==> config.mk <==
export PLATFORM = sky130hd
export DESIGN_NAME = simple_core_sequencer
export DESIGN_NICKNAME = d
export VERILOG_FILES = /design/src/rtl/simple_core_pkg.sv /design/src/rtl/simple_core_decode.sv /design/src/rtl/simple_core_sequencer.sv
export SDC_FILE = /design/constraint.sdc
export NUM_CORES = 1
export LEC_CHECK = 0
export BUFFER_PORTS_ARGS = -buffer_cell sky130_fd_sc_hd__buf_4
export CELL_PAD_IN_SITES_DETAIL_PLACEMENT = 1
export CELL_PAD_IN_SITES_GLOBAL_PLACEMENT = 1
export CORE_MARGIN = 2
export CORE_UTILIZATION = 37
export DETAILED_ROUTE_END_ITERATION = 7
export PLACE_DENSITY = 0.78
export SLEW_MARGIN = 20
export SYNTH_ARGS = -nofsm -noshare
export SYNTH_HDL_FRONTEND = slang
export SYNTH_SLANG_ARGS = --single-unit
==> constraint.sdc <==
create_clock -name clk -period 3.06 [get_ports clk]
set_input_delay 0.612 -clock clk [delete_from_list [all_inputs] [get_ports clk]]
set_output_delay 0.612 -clock clk [all_outputs]
set_load 0.005 [all_outputs]
==> src/rtl/simple_core_pkg.sv <==
// Shared types for the simple core: opcodes, instruction layout, sequencer FSM states.
// Latency: n/a (types and constants only).
// Backpressure: n/a.
package simple_core_pkg;

  localparam int IMM_WIDTH   = 14;
  localparam int INSTR_WIDTH = 32;

  // Opcodes 7..13 are reserved and execute as NOP.
  typedef enum logic [3:0] {
    OP_ADD  = 4'd0,
    OP_SUB  = 4'd1,
    OP_AND  = 4'd2,
    OP_OR   = 4'd3,
    OP_XOR  = 4'd4,
    OP_SHL  = 4'd5,
    OP_SHR  = 4'd6,
    OP_NOP  = 4'd14,
    OP_HALT = 4'd15
  } alu_op_e;

  // op is kept as a raw field so reserved encodings survive decode untouched.
  typedef struct packed {
    logic [3:0]           op;
    logic [IMM_WIDTH-1:0] imm_a;
    logic [IMM_WIDTH-1:0] imm_b;
  } instr_t;

  typedef enum logic [1:0] {
    ST_IDLE  = 2'd0,
    ST_RUN   = 2'd1,
    ST_DRAIN = 2'd2,
    ST_DONE  = 2'd3
  } seq_state_e;

endpackage

==> src/rtl/simple_core_decode.sv <==
// Instruction decode: opcode class flags and sign-extended immediates.
// Latency: purely combinational, zero cycles.
// Backpressure: none; follows its input every cycle.
// Ports: instr (instruction word) -> op, operand_a/operand_b, is_alu/is_nop/is_halt.
module simple_core_decode
  import simple_core_pkg::*;
#(
  parameter int DATA_WIDTH = 32
) (
  input  instr_t                instr,
  output logic [3:0]            op,
  output logic [DATA_WIDTH-1:0] operand_a,
  output logic [DATA_WIDTH-1:0] operand_b,
  output logic                  is_alu,
  output logic                  is_nop,
  output logic                  is_halt
);

  always_comb begin
    op        = instr.op;
    operand_a = {{(DATA_WIDTH-IMM_WIDTH){instr.imm_a[IMM_WIDTH-1]}}, instr.imm_a};
    operand_b = {{(DATA_WIDTH-IMM_WIDTH){instr.imm_b[IMM_WIDTH-1]}}, instr.imm_b};
    is_halt   = (instr.op == OP_HALT);
    is_alu    = (instr.op <= OP_SHR);
    // Everything that is neither an ALU op nor HALT (reserved + NOP) is a bubble.
    is_nop    = !is_alu && !is_halt;
  end

endmodule

==> src/rtl/simple_core_sequencer.sv <==
// Program sequencer: fetches from a sync-read ROM, decodes, issues one ALU op per cycle, drains on HALT.
// Latency: start -> ROM read next cycle -> first op on issue outputs the cycle after.
// Backpressure: issue_ready_i=0 freezes ir/pc/issue outputs and stalls fetch; drain counts only ready cycles.
// Ports: clk/n_reset, start_i, ROM (instr_addr_o, instr_rd_o, instr_i), ALU issue (issue_valid_o,
//        issue_ready_i, op_o, operand_a_o, operand_b_o), status (busy_o, stop_o, issued_count_o).
module simple_core_sequencer
  import simple_core_pkg::*;
#(
  parameter int PROG_DEPTH      = 8,
  parameter int PIPELINE_LENGTH = 2,
  parameter int DATA_WIDTH      = 32,
  localparam int AW             = $clog2(PROG_DEPTH)
) (
  input  logic                   clk,
  input  logic                   n_reset,
  input  logic                   start_i,
  output logic [AW-1:0]          instr_addr_o,
  output logic                   instr_rd_o,
  input  logic [INSTR_WIDTH-1:0] instr_i,
  output logic                   issue_valid_o,
  input  logic                   issue_ready_i,
  output logic [3:0]             op_o,
  output logic [DATA_WIDTH-1:0]  operand_a_o,
  output logic [DATA_WIDTH-1:0]  operand_b_o,
  output logic                   busy_o,
  output logic                   stop_o,
  output logic [15:0]            issued_count_o
);

  localparam int          PW     = AW + 1;
  localparam int          CW     = $clog2(PIPELINE_LENGTH + 1);
  localparam logic [PW-1:0] PC_END = PW'(PROG_DEPTH);

  seq_state_e             state_q, state_d;
  logic [PW-1:0]          pc_q;       // one extra bit marks "ROM exhausted" without wrapping
  logic                   ir_vld_q;
  logic                   fresh_q;    // ROM read last cycle: ir content is on instr_i right now
  logic [INSTR_WIDTH-1:0] ir_q;
  logic [CW-1:0]          drain_q;
  logic [15:0]            cnt_q;

  logic [INSTR_WIDTH-1:0] ir_word;
  instr_t                 ir;
  logic [3:0]             dec_op;
  logic [DATA_WIDTH-1:0]  dec_a, dec_b;
  logic                   dec_alu, dec_nop, dec_halt;
  logic                   run, halt_now, consume, pc_end, slot_free, end_now, fetch, issue_fire;

  // The ROM output is itself registered, so the freshly read word is used in place for
  // zero-bubble issue; ir_q keeps it once the ROM moves on (e.g. across a stall).
  assign ir_word = fresh_q ? instr_i : ir_q;
  assign ir      = ir_word;

  simple_core_decode #(.DATA_WIDTH(DATA_WIDTH)) u_decode (
    .instr     (ir),
    .op        (dec_op),
    .operand_a (dec_a),
    .operand_b (dec_b),
    .is_alu    (dec_alu),
    .is_nop    (dec_nop),
    .is_halt   (dec_halt)
  );

  assign run        = (state_q == ST_RUN);
  assign halt_now   = run && ir_vld_q && dec_halt;
  assign consume    = run && ir_vld_q && (dec_nop || (dec_alu && issue_ready_i));
  assign pc_end     = (pc_q == PC_END);
  assign slot_free  = !ir_vld_q || consume;
  // Last ROM entry leaving ir with nothing left to fetch acts as an implicit HALT.
  assign end_now    = run && slot_free && pc_end;
  assign fetch      = run && slot_free && !pc_end;
  assign issue_fire = issue_valid_o && issue_ready_i;

  // State register
  always_ff @(posedge clk or negedge n_reset) begin
    if (!n_reset) state_q <= ST_IDLE;
    else          state_q <= state_d;
  end

  // Next-state logic
  always_comb begin
    state_d = state_q;
    case (state_q)
      ST_IDLE:  if (start_i) state_d = ST_RUN;
      ST_RUN:   if (halt_now || end_now) state_d = ST_DRAIN;
      ST_DRAIN: if (issue_ready_i && drain_q == CW'(1)) state_d = ST_DONE;
      ST_DONE:  if (start_i) state_d = ST_RUN;
      default:  state_d = ST_IDLE;
    endcase
  end

  // Outputs: issue_valid_o depends only on registered state and the registered ROM word.
  always_comb begin
    instr_rd_o     = fetch;
    instr_addr_o   = pc_end ? AW'(PROG_DEPTH - 1) : pc_q[AW-1:0];
    issue_valid_o  = run && ir_vld_q && dec_alu;
    op_o           = issue_valid_o ? dec_op : 4'd0;
    operand_a_o    = issue_valid_o ? dec_a : '0;
    operand_b_o    = issue_valid_o ? dec_b : '0;
    busy_o         = (state_q == ST_RUN) || (state_q == ST_DRAIN);
    stop_o         = (state_q == ST_DONE);
    issued_count_o = cnt_q;
  end

  // Datapath: pc, instruction register, drain counter, issue counter.
  always_ff @(posedge clk or negedge n_reset) begin
    if (!n_reset) begin
      pc_q     <= '0;
      ir_vld_q <= 1'b0;
      fresh_q  <= 1'b0;
      ir_q     <= '0;
      drain_q  <= '0;
      cnt_q    <= '0;
    end else if (start_i && (state_q == ST_IDLE || state_q == ST_DONE)) begin
      pc_q     <= '0;
      ir_vld_q <= 1'b0;
      fresh_q  <= 1'b0;
      cnt_q    <= '0;
    end else begin
      if (run) begin
        if (fetch) pc_q <= pc_q + PW'(1);
        fresh_q <= fetch;
        ir_q    <= ir_word;
        if (halt_now || end_now) begin
          ir_vld_q <= 1'b0;
          drain_q  <= CW'(PIPELINE_LENGTH);
        end else begin
          ir_vld_q <= fetch || (ir_vld_q && !consume);
        end
      end
      if (state_q == ST_DRAIN && issue_ready_i) drain_q <= drain_q - CW'(1);
      if (issue_fire && cnt_q != 16'hFFFF) cnt_q <= cnt_q + 16'd1;
    end
  end

endmodule

==> results of run 1 <==
area by class of cell:
type	count	area, sq um
fill	1042	4670
tap	111	139
inverter	11	41.3
clock buffer	11	141
sequential	58	1450
clock inverter	5	77.6
timing repair buffer	134	1010
multi-input combinational	229	1670
where the power goes:
part / internal [mW] / switching [mW]
registers: 1.05 / 0.190
logic: 1.07 / 0.943
clock network: 0.478 / 0.312
total: 2.59 / 1.44
worst min-delay path by stage:
| stage | start | end | slack, ns | cells after the start |
|---|---|---|---|---|
| detailed placement | ir_q[15] | ir_q[15] | 0.49 | 1 |
| finish | n_reset | issued_count_o[5] | 0.34 | 1 |
| global placement | ir_q[11] | ir_q[11] | 0.49 | 1 |
| CTS | n_reset | issued_count_o[4] | 0.37 | 1 |
| floorplan | n_reset | drain_q[0] | 0.32 | 0 |
| global route | n_reset | issued_count_o[4] | 0.41 | 1 |
stage by stage:
stage                     total power [mW]  area (sq um)  util (%)
after floorplan                       2.62          3490         -
after global placement                3.20          4310      46.8
after detailed placement              3.29          4310      46.8
after CTS                             4.09          4530      49.2
after global routing                  4.34          4530      49.2
final                                 4.04          4530      49.2
cells by family (layout without fill, tap and decap cells):
| family | after synthesis | in the layout |
|---|---|---|
| other cells | 1 | 1 |
| flops | 58 | 58 |
| xor+xnor | 2 | 2 |
| simple gates | 100 | 100 |
| buf+inv | 63 | 161 |
| compound gates | 51 | 51 |
| mux | 67 | 67 |
| fa+ha+maj | 8 | 8 |
cells in the mapped netlist (2+ instances only):
cell type,number
a21oi_1,21
a31o_2,2
and2_1,2
and3_1,4
and4_1,2
buf_1,4
buf_2,2
buf_4,38
clkbuf_1,8
dfrtp_1,58
ha_1,8
inv_1,10
mux2_2,32
mux2i_1,35
nand2_1,17
nand2b_1,2
nand3_1,9
nand3b_1,2
nand4_1,5
nor2_1,38
o211ai_1,2
o21ai_0,13
o31ai_1,5
or3_1,9
or4_1,5
per-layer routing:
layer | GRT usage (%) | vias to the layer above
li1 | - | 1384
met1 | 22.8 | 1429
met2 | 32.1 | 84
met3 | 2.48 | 10
met4 | 5.61 | 0
met5 | 0 | -
sequential cells by signal, summed over array words and instances, names as in the netlist:
name / flops
drain_q: 2
state_q: 2
ir_q: 32
fresh_q: 1
issued_count_o: 16
ir_vld_q: 1
pc_q: 4
==> reports/results.ini, run 1 <==
[outcome]
status = finished clean

[worst_setup_path]
cp_top_family = simple AND/OR/NAND/NOR gates
crit_chain = and4_1 -> nor2_4 -> nand4_4 -> buf_4 -> nor2_1 -> buf_4
cp_num_buf_inv = 2
reg2reg_depth = 8
required_ns = 2.45
cpPeakStageDelay_ns = 0.49
cp-endpoint = operand_b_o[0]
critPathLaunch = fresh_q
end_kind = primary output
cp_num_cells = 6
crit_type = reg2out
reg2reg_from = fresh_q
cp_slowest_cell = dfrtp_2
cpMostUsedCell = buf_4
path_max_fanout = 17
r2r_end = issued_count_o[14]
worstPathArrival_ns = 2.11
start_kind = flop
regToRegSetupSlack_ns = 0.57

[logic_synthesis]
ys_warn_count = 0
synthesis.nets = 394
synth.avg_cell_area_sq_um = 9.98
netlist_area_sq_um = 3490
yosysUniqueCellTypes = 42
synth_top_area_share_pct = 41.5
yosys.area_share.simple_pct = 14.9
ys_seq_area_share_pct = 41.5
yosys-top-cells-area = dfrtp_1 (42%), mux2_2 (10%), mux2i_1 (10%), buf_4 (8.2%), nor2_1 (4.1%)
postSynthCellCount = 350
synth.largest_area_cell = dfrtp_1
synth-xor-area-share_pct = 0.501
synth_mux_area_share_pct = 20.3
synth_edf_count = 0
synthAdderAreaFrac_pct = 2.86
synth-compound-area-share_pct = 8.88
synth_top_family_by_area = multiplexers
async_flop_share_pct = 100
synth_seq_cells = 58
ys.flop_type = dfrtp_1

[global_route]
grt_max_degree = 59
grt_pass1_vias = 2942
antenna_found_initial = 0
grt_pass1_wl_mm = 14.6
overflow = 0
grt_usage_pct = 18.1

[timing]
fin_setup_tns_ns = 0
post-route-period-util_pct = 88.9
maxSlewHeadroom_pct = 45.3
setup_viol = 0
worst_pin_slew_ns = 0.821
min_period_ns = 2.72
hold_violations = 0
maxSlewViolCount = 0
setup_slack_ns = 0.341
fin_worst_skew_ns = 0.00845
rsz0062_at_grt = false
clock.fmax_mhz = 368
holdWs_ns = 0.341

[finish]
layout_common_cells = buf_4 (134), dfrtp_1 (57), nor2_1 (38)
syn_to_final_growth_pct = 29.5
diodes = 0
drive_gt1_share_pct = 42.4
final_nets = 487
final_common_cell = buf_4
final_cells = 559

[die]
io_pins = 127
die_x_microns = 101
fp.dieH_microns = 101
rows = 35
die-area_sq_um = 10200
start_util_pct = 38.0
core_sq_um = 9200

[clock_tree]
clk_path_buf_depth = 2
clock_insertion_delay_worst_skew_ns = 0.33
cts_tree = done
path_clk_slew_ns = 0.07
htreeDepth = 3
cts_setup_buffers = 0
cts_buffers = 9
cts_root_buf = clkbuf_8
ctsResizeCount = 0
clock-sinks = 58
ctsHoldBuffers = 0

[min_path]
worstHoldPathType = in2async

[detailed_routing]
wl_met1_mm = 3.91
first_pass_iters = 4
wl_per_cell_microns = 16.3
drc = 0
top_layer = met4
wl_met2_mm = 4.64
drt_iter0_markers = 80
met3WireLength_microns = 445
antenna_left = 0
via_count = 2907
wirelength_mm = 9.09
via_per_inst = 5.20

[placed_design]
dp_hpwl_mm = 6.72
post-place-ws_ns = 0.317
gp_congestion = 0.751
port_buffers = 125
dp.cells = 543

[pwr]
p_leak_nw = 2.22
ir_drop_uv = 452
power_density_nw_per_um2 = 892

[run]
cap_violations = 0

(Power assumes the default switching activity.)
==> run 2, diff against run 1 <==
--- a/config.mk
+++ b/config.mk
@@ -9,10 +9,12 @@
 export CELL_PAD_IN_SITES_DETAIL_PLACEMENT = 1
 export CELL_PAD_IN_SITES_GLOBAL_PLACEMENT = 1
 export CORE_MARGIN = 2
-export CORE_UTILIZATION = 37
+export CORE_UTILIZATION = 39
+export CTS_CLUSTER_DIAMETER = 30
 export DETAILED_ROUTE_END_ITERATION = 7
-export PLACE_DENSITY = 0.78
+export PLACE_DENSITY = 0.79
 export SLEW_MARGIN = 20
 export SYNTH_ARGS = -nofsm -noshare
 export SYNTH_HDL_FRONTEND = slang
+export SYNTH_HIERARCHICAL = 1
 export SYNTH_SLANG_ARGS = --single-unit
==> reports/results.ini, run 2 <==
[logic_synthesis]
async_flop_share_pct = 100
synth.avg_cell_area_sq_um = 9.71
synthesis.nets = 467
postSynthCellCount = 423
yosys-top-cells-area = dfrtp_1 (35%), mux2_2 (18%), buf_4 (12%), and2_1 (11%), ha_1 (2.4%)
yosysMostFrequentCell = and2_1
yosysUniqueCellTypes = 44
synth_common_cells = and2_1 (70), buf_4 (68), mux2_2 (64), dfrtp_1 (58), clkbuf_1 (18)
synth_edf_count = 0
netlist_area_sq_um = 4110
ys.flop_type = dfrtp_1
synth_seq_cells = 58
synth_top_area_share_pct = 35.3
ys_warn_count = 6
synth.largest_area_cell = dfrtp_1
ys_seq_area_share_pct = 35.3

[worst_setup_path]
reg2reg_depth = 7
worstPathArrival_ns = 2.22
r2r_end = issued_count_o[12]
start_kind = flop
regToRegSetupSlack_ns = 0.29
path_max_fanout = 55
end_kind = primary output
critPathLaunch = fresh_q
reg2reg_from = fresh_q
required_ns = 2.45
crit_type = reg2out
cp-endpoint = operand_b_o[0]

[detailed_routing]
antenna_left = 0
first_pass_iters = 4
wl_per_cell_microns = 15.7
via_count = 3151
drc = 0
via_per_inst = 5.06
wirelength_mm = 9.81
drt_iter0_markers = 115

[timing]
setup_viol = 0
min_period_ns = 2.83
hold_violations = 0
worst_pin_slew_ns = 0.794
rsz0062_at_grt = false
fin_setup_tns_ns = 0
fin_worst_skew_ns = 0.0113
post-route-period-util_pct = 92.6
maxSlewHeadroom_pct = 46.6
clock.fmax_mhz = 353
maxSlewViolCount = 0

[global_route]
overflow = 0
grt_max_degree = 59
antenna_found_initial = 0
grt_usage_pct = 17.3
grt_pass1_vias = 3200
grt_pass1_wl_mm = 15.8

[die]
io_pins = 127
die_x_microns = 107
rows = 37
fp.dieH_microns = 107
core_sq_um = 10300
die-area_sq_um = 11400
start_util_pct = 40.0

[clock_tree]
htreeDepth = 3
clock_insertion_delay_worst_skew_ns = 0.34
cts_buffers = 9
path_clk_slew_ns = 0.07
clk_path_buf_depth = 2
clock-sinks = 58
cts_root_buf = clkbuf_8
cts_tree = done

[run]
cap_violations = 0

[pwr]
power_density_nw_per_um2 = 814
ir_drop_uv = 239
p_leak_nw = 2.32

[outcome]
status = finished clean

[min_path]
worstHoldPathType = in2async

[finish]
top_register = ir_q
layout_common_cells = buf_4 (137), and2_1 (70), mux2_2 (64)
num-fill-cells = 1209
drive_gt1_share_pct = 46.2
diodes = 0
syn_to_final_growth_pct = 19.6
largest_reg_flops = 32
final_nets = 526
final_common_cell = buf_4
post-route-util_pct = 47.8

[placed_design]
gp_congestion = 0.796
dp_hpwl_mm = 7.26
port_buffers = 126

-- run 2: cell types whose count changed after synthesis, moves of 5 or more --
| cell | change |
|---|---|
| and2_1 | +68 |
| mux2i_1 | -33 |
| mux2_2 | +32 |
| nor2_1 | -31 |
| buf_4 | +30 |
| clkbuf_1 | +10 |
| nor3_1 | +7 |
| o21ai_0 | -7 |
| a21oi_1 | -5 |
-- run 2: area by class of cell --
class                           count  area [sq um]  area share (%)
Clock buffer                       10           138            2.80
Inverter                           11          41.3           0.840
Clock inverter                      6          41.3           0.840
Timing Repair Buffer              138          1050            21.3
Multi-Input combinational cell    264          2020            41.2
Tap cell                          136           170            3.46
Sequential cell                    58          1450            29.6
-- run 2: worst min path at each step --
stage / from / to / depth (start not counted)
4_1_cts: n_reset / issued_count_o[9] / 1
5_1_grt: n_reset / ir_q[21] / 1
2_1_floorplan: n_reset / drain_q[0] / 0
3_5_place_dp: ir_q[28] / ir_q[28] / 1
6_report: n_reset / issued_count_o[9] / 1
3_3_place_gp: ir_q[15] / ir_q[15] / 1
-- run 2: where the power goes --
part	switching, mW	internal [mW]	leakage, nW	total (mW)
combinational	0.948	1.17	1.51	2.12
sequential	0.178	1.05	0.729	1.23
clock	0.332	0.315	0.0847	0.647
total	1.46	2.54	2.32	4.00
-- run 2: timing repair --
item	4_1_cts	5_1_grt
setup endpoints to repair	54	54
hold buffers	0	0
gates resized for setup	1	1
buffers inserted	0	4
pin swaps	0	1
-- run 2: critical path, stage by stage, from the launching register on --
cell,delay [ns]
dfrtp_2,0.50
mux2_2,0.41
a31oi_1,0.25
and3_4,0.26
buf_12,0.19
and2_1,0.16
buf_4,0.11
-- run 2: cell families (layout without fill, tap and decap cells) --
logic type / Yosys count / count (layout) / share of synthesized area, %
AOI/OAI and AO/OA: 48 / 48 / 7.46
and+or+nand+nor: 139 / 139 / 20.6
xor gates and xnor gates: 3 / 3 / 0.640
muxes: 66 / 66 / 18.0
buffers and inverters: 101 / 165 / 15.5
DFF: 58 / 58 / 35.3
adders and majority gates: 8 / 8 / 2.44
-- run 2: per-stage QoR --
stage	setup WS [ns]	cells	area, sq um	total power [mW]	hold slack, ns
CTS	0.00869	619	4880	4.02	0.373
detailed placement	0.168	603	4700	3.37	0.494
finish	0.226	623	4910	4.00	0.342
floorplan	0.0231	423	4110	3.28	0.316
global placement	0.279	603	4700	3.23	0.485
global route	0.0897	623	4910	4.34	0.398
-- run 2: layer usage --
metal	GRT usage [%]	part of all wire [%]	vias up
li1	-	-	1501
met4	6.77	2.3	0
met1	21.9	42	1524
met2	28.8	49	107
met5	0	0	-
met3	3.71	7.0	19
